===== src/rtl/wb_arbiter.sv =====
// wb_arbiter: shares the register-file write port between ALU and load unit and tracks pending writes
//   clk, rst (async, active-low)
//   alu_valid/alu_rd/alu_data -> alu_ready ; mem_valid/mem_rd/mem_data -> mem_ready
//   issue_valid/issue_rd -> issue_ready (stalls on WAW) ; chk1_rg/chk2_rg -> chk1_busy/chk2_busy
//   write_rg/write_data: registered write port, write_rg = 0 means no write
//   WB_RR_EN defined: round-robin on ties; undefined: MEM always wins a tie
module wb_arbiter (
  input  logic        clk,
  input  logic        rst,
  input  logic        alu_valid,
  input  logic [4:0]  alu_rd,
  input  logic [31:0] alu_data,
  output logic        alu_ready,
  input  logic        mem_valid,
  input  logic [4:0]  mem_rd,
  input  logic [31:0] mem_data,
  output logic        mem_ready,
  input  logic        issue_valid,
  input  logic [4:0]  issue_rd,
  output logic        issue_ready,
  input  logic [4:0]  chk1_rg,
  input  logic [4:0]  chk2_rg,
  output logic        chk1_busy,
  output logic        chk2_busy,
  output logic [4:0]  write_rg,
  output logic [31:0] write_data
);
  logic [31:1] pend_q, pend_d;
  logic [31:0] pend;
  logic [4:0]  write_rg_q, write_rg_d;
  logic [31:0] write_data_q, write_data_d;
  logic        issue_set;
`ifdef WB_RR_EN
  logic last_mem_q, last_mem_d;
  always_comb begin
    alu_ready  = alu_valid & (~mem_valid | last_mem_q);
    mem_ready  = mem_valid & ~(alu_valid & last_mem_q);
    last_mem_d = alu_ready ? 1'b0 : mem_ready ? 1'b1 : last_mem_q;
  end
  always_ff @(posedge clk or negedge rst)
    if (!rst) last_mem_q <= 1'b1;
    else last_mem_q <= last_mem_d;
`else
  assign alu_ready = alu_valid & ~mem_valid;
  assign mem_ready = mem_valid;
`endif
  assign pend        = {pend_q, 1'b0};
  assign issue_ready = (issue_rd == 5'd0) | ~pend[issue_rd];
  assign issue_set   = issue_valid & issue_ready;
  assign chk1_busy   = pend[chk1_rg];
  assign chk2_busy   = pend[chk2_rg];
  assign write_rg    = write_rg_q;
  assign write_data  = write_data_q;
  always_comb begin
    write_rg_d   = alu_ready ? alu_rd : mem_ready ? mem_rd : 5'd0;
    write_data_d = alu_ready ? alu_data : mem_ready ? mem_data : write_data_q;
    // set is OR'd after the clear so an issue wins over a commit to the same register
    for (int i = 1; i < 32; i++)
      pend_d[i] = (issue_set & (issue_rd == 5'(i))) | (pend_q[i] & (write_rg_q != 5'(i)));
  end
  always_ff @(posedge clk or negedge rst)
    if (!rst) begin
      pend_q       <= '0;
      write_rg_q   <= '0;
      write_data_q <= '0;
    end else begin
      pend_q       <= pend_d;
      write_rg_q   <= write_rg_d;
      write_data_q <= write_data_d;
    end
endmodule


===== config.mk =====
export PLATFORM = sky130hd
export DESIGN_NAME = wb_arbiter
export DESIGN_NICKNAME = d
export VERILOG_FILES = /design/src/rtl/wb_arbiter.sv
export SDC_FILE = /design/constraint.sdc
export NUM_CORES = 1
export LEC_CHECK = 0
export CAP_MARGIN = 15
export CORE_MARGIN = 2
export CORE_UTILIZATION = 24
export CTS_CLUSTER_SIZE = 28
export DETAILED_ROUTE_END_ITERATION = 10
export HOLD_SLACK_MARGIN = 0.03
export SETUP_SLACK_MARGIN = 0.02
export SYNTH_ARGS = -nofsm -noshare
export SYNTH_HDL_FRONTEND = slang
export SYNTH_SLANG_ARGS = --single-unit

===== constraint.sdc =====
create_clock -name clk -period 4.8 [get_ports clk]
set_input_delay 1.2 -clock clk [delete_from_list [all_inputs] [get_ports clk]]
set_output_delay 1.2 -clock clk [all_outputs]
set_load 0.1 [all_outputs]

# Yosys cells after proc, flatten, opt, wreduce, memory -nomap -nowiden
# Cells that the tools add are included.
# word_totals
wordCells	178
regBits	68
output_inout_bits	42
input_bits	94
# classes
bitwise	98
eq_ne	62
n_lt_le_gt_ge	3
n_reduce_logical	2
mux	10
# op_table
cell	count
5-bit equality test, second input constant	16
5-bit inequality test, second input constant	16
1-bit bitwise AND	64
32-bit two-way mux	2
5-bit by 4-bit equality test with 1-bit output, second input constant	8
5-bit by 4-bit inequality test with 1-bit output, second input constant	8
1-bit OR	32
5-bit by 3-bit equality test with 1-bit output, second input constant	4
5-bit by 3-bit inequality test with 1-bit output, second input constant	4
5-bit by 6-bit < comparator with 1-bit output, second input constant	3
1-bit binary-select mux with 5-bit select	3
5-bit by 2-bit equality test with 1-bit output, second input constant	2
5-bit two-way mux	2
5-bit by 2-bit inequality test with 1-bit output, second input constant	2
5-bit by 1-bit equality test with 1-bit output, second input constant	1
5-bit zero test	1
5-bit by 1-bit inequality test with 1-bit output, second input constant	1
1-bit two-way mux	3
1-bit NOT	2
2-bit nonzero test	1

# Longest topological paths before layout
# logic_depth
depth_word	7
depth_mapped	6

# Worst setup path before layout
# Ideal clock, no wire load.
# synth_timing
path_kind	input-to-output
start	input port issue_rd[0]
end	output port issue_ready
t_required_ns	3.600
t_arrival_ns	5.097
slack_ns	-1.497
cell_stages	6
path_cell_list	buf_6 buf_8 mux4_2 mux2i_1 nor3b_1 nor4_1
# synth_via
elab_chain_len	4
word_cells_on_any_way	5
classes_between	mux: 2; bitwise: 2; reduce/logical: 1
# synth_lines
element	line	text
start: declaration	19	input logic [4:0] issue_rd,
1-bit binary-select mux with 5-bit select	48	assign issue_ready = (issue_rd == 5'd0) | ~pend[issue_rd];
1-bit two-way mux (implied by the code)	48	
1-bit NOT	48	
1-bit OR *	48	
end: declaration	20	output logic issue_ready,
# Every way passes the cells marked *; elsewhere a longest branch is shown, timed or not. The select of a mux whose other input is x is not followed.

# Final worst setup path
# Ends and elaborated chain as after synthesis.

==> reports/results.txt <==
dpl ws: 0.249 ns
count of unique library cells instantiated by Yosys: 37
first-pass GRT wire length: 18700 um
Max Clk Rate: 220 MHz
DR vias: 3473
Congestion Overflow GR: 0
worst r2r src: pend_q[21]$_DFF_PN0_
Port Buffers: 135
Placer Congestion: 0.862
FF+latch count, synth: 68
DR WL/cell: 16.5 um
crit end category: primary output
Setup violations, final: 0
max_slew headroom: 0.332
largest net degree at the start of global routing: 49
cts hold-fix bufs: 0
hpwl dp: 8880 um
Post-Place Cells: 705
run status: finished, final reports clean
Final Max Slew Viols: 0
layout cells sized above 1: 0.109
most common cell after layout, fill and taps aside: clkdlybuf4s50_1
WL final: 11900 um
most frequent cells in the layout: clkdlybuf4s50_1 (127), o21ai_0 (96), dfrtp_1 (68)
Final Non-Filler Cells: 721
worst min-delay path startpoint: write_data[6]$_DFFE_PN0P_
Hold Path Depth: 2
Core Area: 15800 sq um
Yosys top cell by area: dfrtp_1
cts bufs inserted: 9
DIE HEIGHT: 131 um
clock root buffer master: clkbuf_16
fin area: 5790 sq um
Cell Pwr Density: 409 nW/um^2
period utilization: 0.946
DR iter-0 viols: 271
Avg Synthesized Cell Area: 10.4 sq um
area delta synth->final: 49.9%
diode count: 0
all-layer global routing usage: 0.144
share of the synthesized area in the top cell type: 0.440
critical path startpoint category: input pin
final hold viol count: 0
final setup TNS: 0 ns
vias per inst: 4.82
Post-synth EDFFs: 0
first-pass iteration count of the detailed router: 6
worst setup path category: in -> out
Hold Crit Class: reg -> reg
worst vdd ir: 0.163 mV
worst setup margin: 0.259 ns
CTS resizes: 0
Top FF cell, synth: dfrtp_1
RSZ-0062 raised after global routing: false
clock skew: 0.00716 ns
Data required, critical path: 3.60 ns
Synth Instances: 372
Post CTS Setup Buffer Count: 0
Syn Nets: 466
R2R depth: 3
Die Span X: 131 um
crit-path max FO: 16
initial antenna violation count: 0
clk_lat worst skew: 0.34 ns
Critical Path AT: 3.34 ns
r2r setup slk: 3.08 ns
post-route ant nets: 0
Overall Power: 2.37 mW
YS warnings: 0
# nets final: 594
minimum clock period: 4.54 ns
post-place instance area: 5450 sq um
Sink Count: 68
leakage: 2.32 nW
depth of the CTS H-tree: 3
initial core utilization: 0.244
die area: 17100 sq um
Post-synth ARST share: 1.00
max_cap viols: 0
Synth area leaders: dfrtp_1 (44%), o21ai_0 (12%), mux2i_1 (9.6%)
CTS Buffer Depth: 2
drt drc: 0
vias in the first global route: 3540
clk slew on worst S/H paths: 0.06 ns
Netlist Area Pre-Place: 3860 sq um
Reg-to-Reg End: pend_q[21]$_DFF_PN0_
Tightest Pin Transition: 0.999 ns
I/O pins: 136
row cnt: 46
CTS tree: done
sequential element share of the synthesized area: 0.440
Worst Hold End: write_data[6]$_DFFE_PN0P_
## power by group
group / switching (mW) / internal [mW] / leakage (nW)
registers: 0.129 / 0.685 / 0.819
logic: 0.463 / 0.331 / 1.34
clock network: 0.255 / 0.505 / 0.161
## metrics by stage
step                hold slack (ns)   util
floorplan                     0.495      -
global placement              0.535  0.345
detailed placement            0.554  0.345
CTS                           0.567  0.366
global route                  0.602  0.366
finish                        0.568  0.366
## layout make-up
| class | instances | area [sq um] |
|---|---|---|
| Clock buffer | 9 | 225 |
| Sequential cell | 68 | 1700 |
| Clock inverter | 7 | 115 |
| Inverter | 3 | 11.3 |
| Tap cell | 216 | 270 |
| Timing Repair Buffer | 143 | 1430 |
| Multi-Input combinational cell | 275 | 2040 |
| Fill cell | 1538 | 10000 |
## logic make-up (layout without fill, tap and decap cells)
family                 Yosys count  count (layout)  synth area share
buffers and inverters           29             162            0.0366
multiplexers                    62              62             0.240
AND/OR/NAND/NOR                106             106             0.137
AO/OA/AOI/OAI                  107             107             0.147
flip-flops                      68              68             0.440
## metal layers
layer,GRT usage,part of all wire,vias to the layer above
li1,-,-,1631
met1,0.175,0.42,1655
met2,0.231,0.47,168
met3,0.0537,0.098,19
met4,0.0576,0.018,0
met5,0,0,-
## cells in the mapped netlist (2+ instances only)
cell type	count
o21ai_0	96
dfrtp_1	68
nand2_1	55
mux2i_1	37
mux4_2	15
clkbuf_1	12
nor2_1	9
buf_2	8
mux4_1	7
nand3_1	6
nand3b_1	5
nor2b_1	5
nand2b_1	4
or3_1	4
buf_1	3
inv_1	3
mux2_2	3
nor3b_1	3
or3b_2	3
or4_1	3
a22o_1	2
a31oi_1	2
and3_1	2
nor4_1	2
o211ai_1	2
o32ai_1	2
## sequential cells by signal (all words and copies together), names as in the netlist
register and count:
write_data 32, write_rg 5, pend_q 31
## how the worst max path moves through the flow
stage,endpoint,slack [ns],start
6_report,issue_ready,0.26,issue_rd[0]
5_1_grt,issue_ready,0.20,issue_rd[0]
4_1_cts,issue_ready,0.25,issue_rd[0]
3_5_place_dp,issue_ready,0.25,issue_rd[0]
3_3_place_gp,issue_ready,0.29,issue_rd[0]
2_1_floorplan,issue_ready,0.32,issue_rd[0]
## critical path, stage by stage
cell	delay, ns
clkdlybuf4s50_1	0.51
buf_12	0.16
mux4_1	0.56
mux2i_1	0.22
nor3b_1	0.11
nor4_4	0.35
buf_12	0.21
Power figures use the tool's default switching activity.
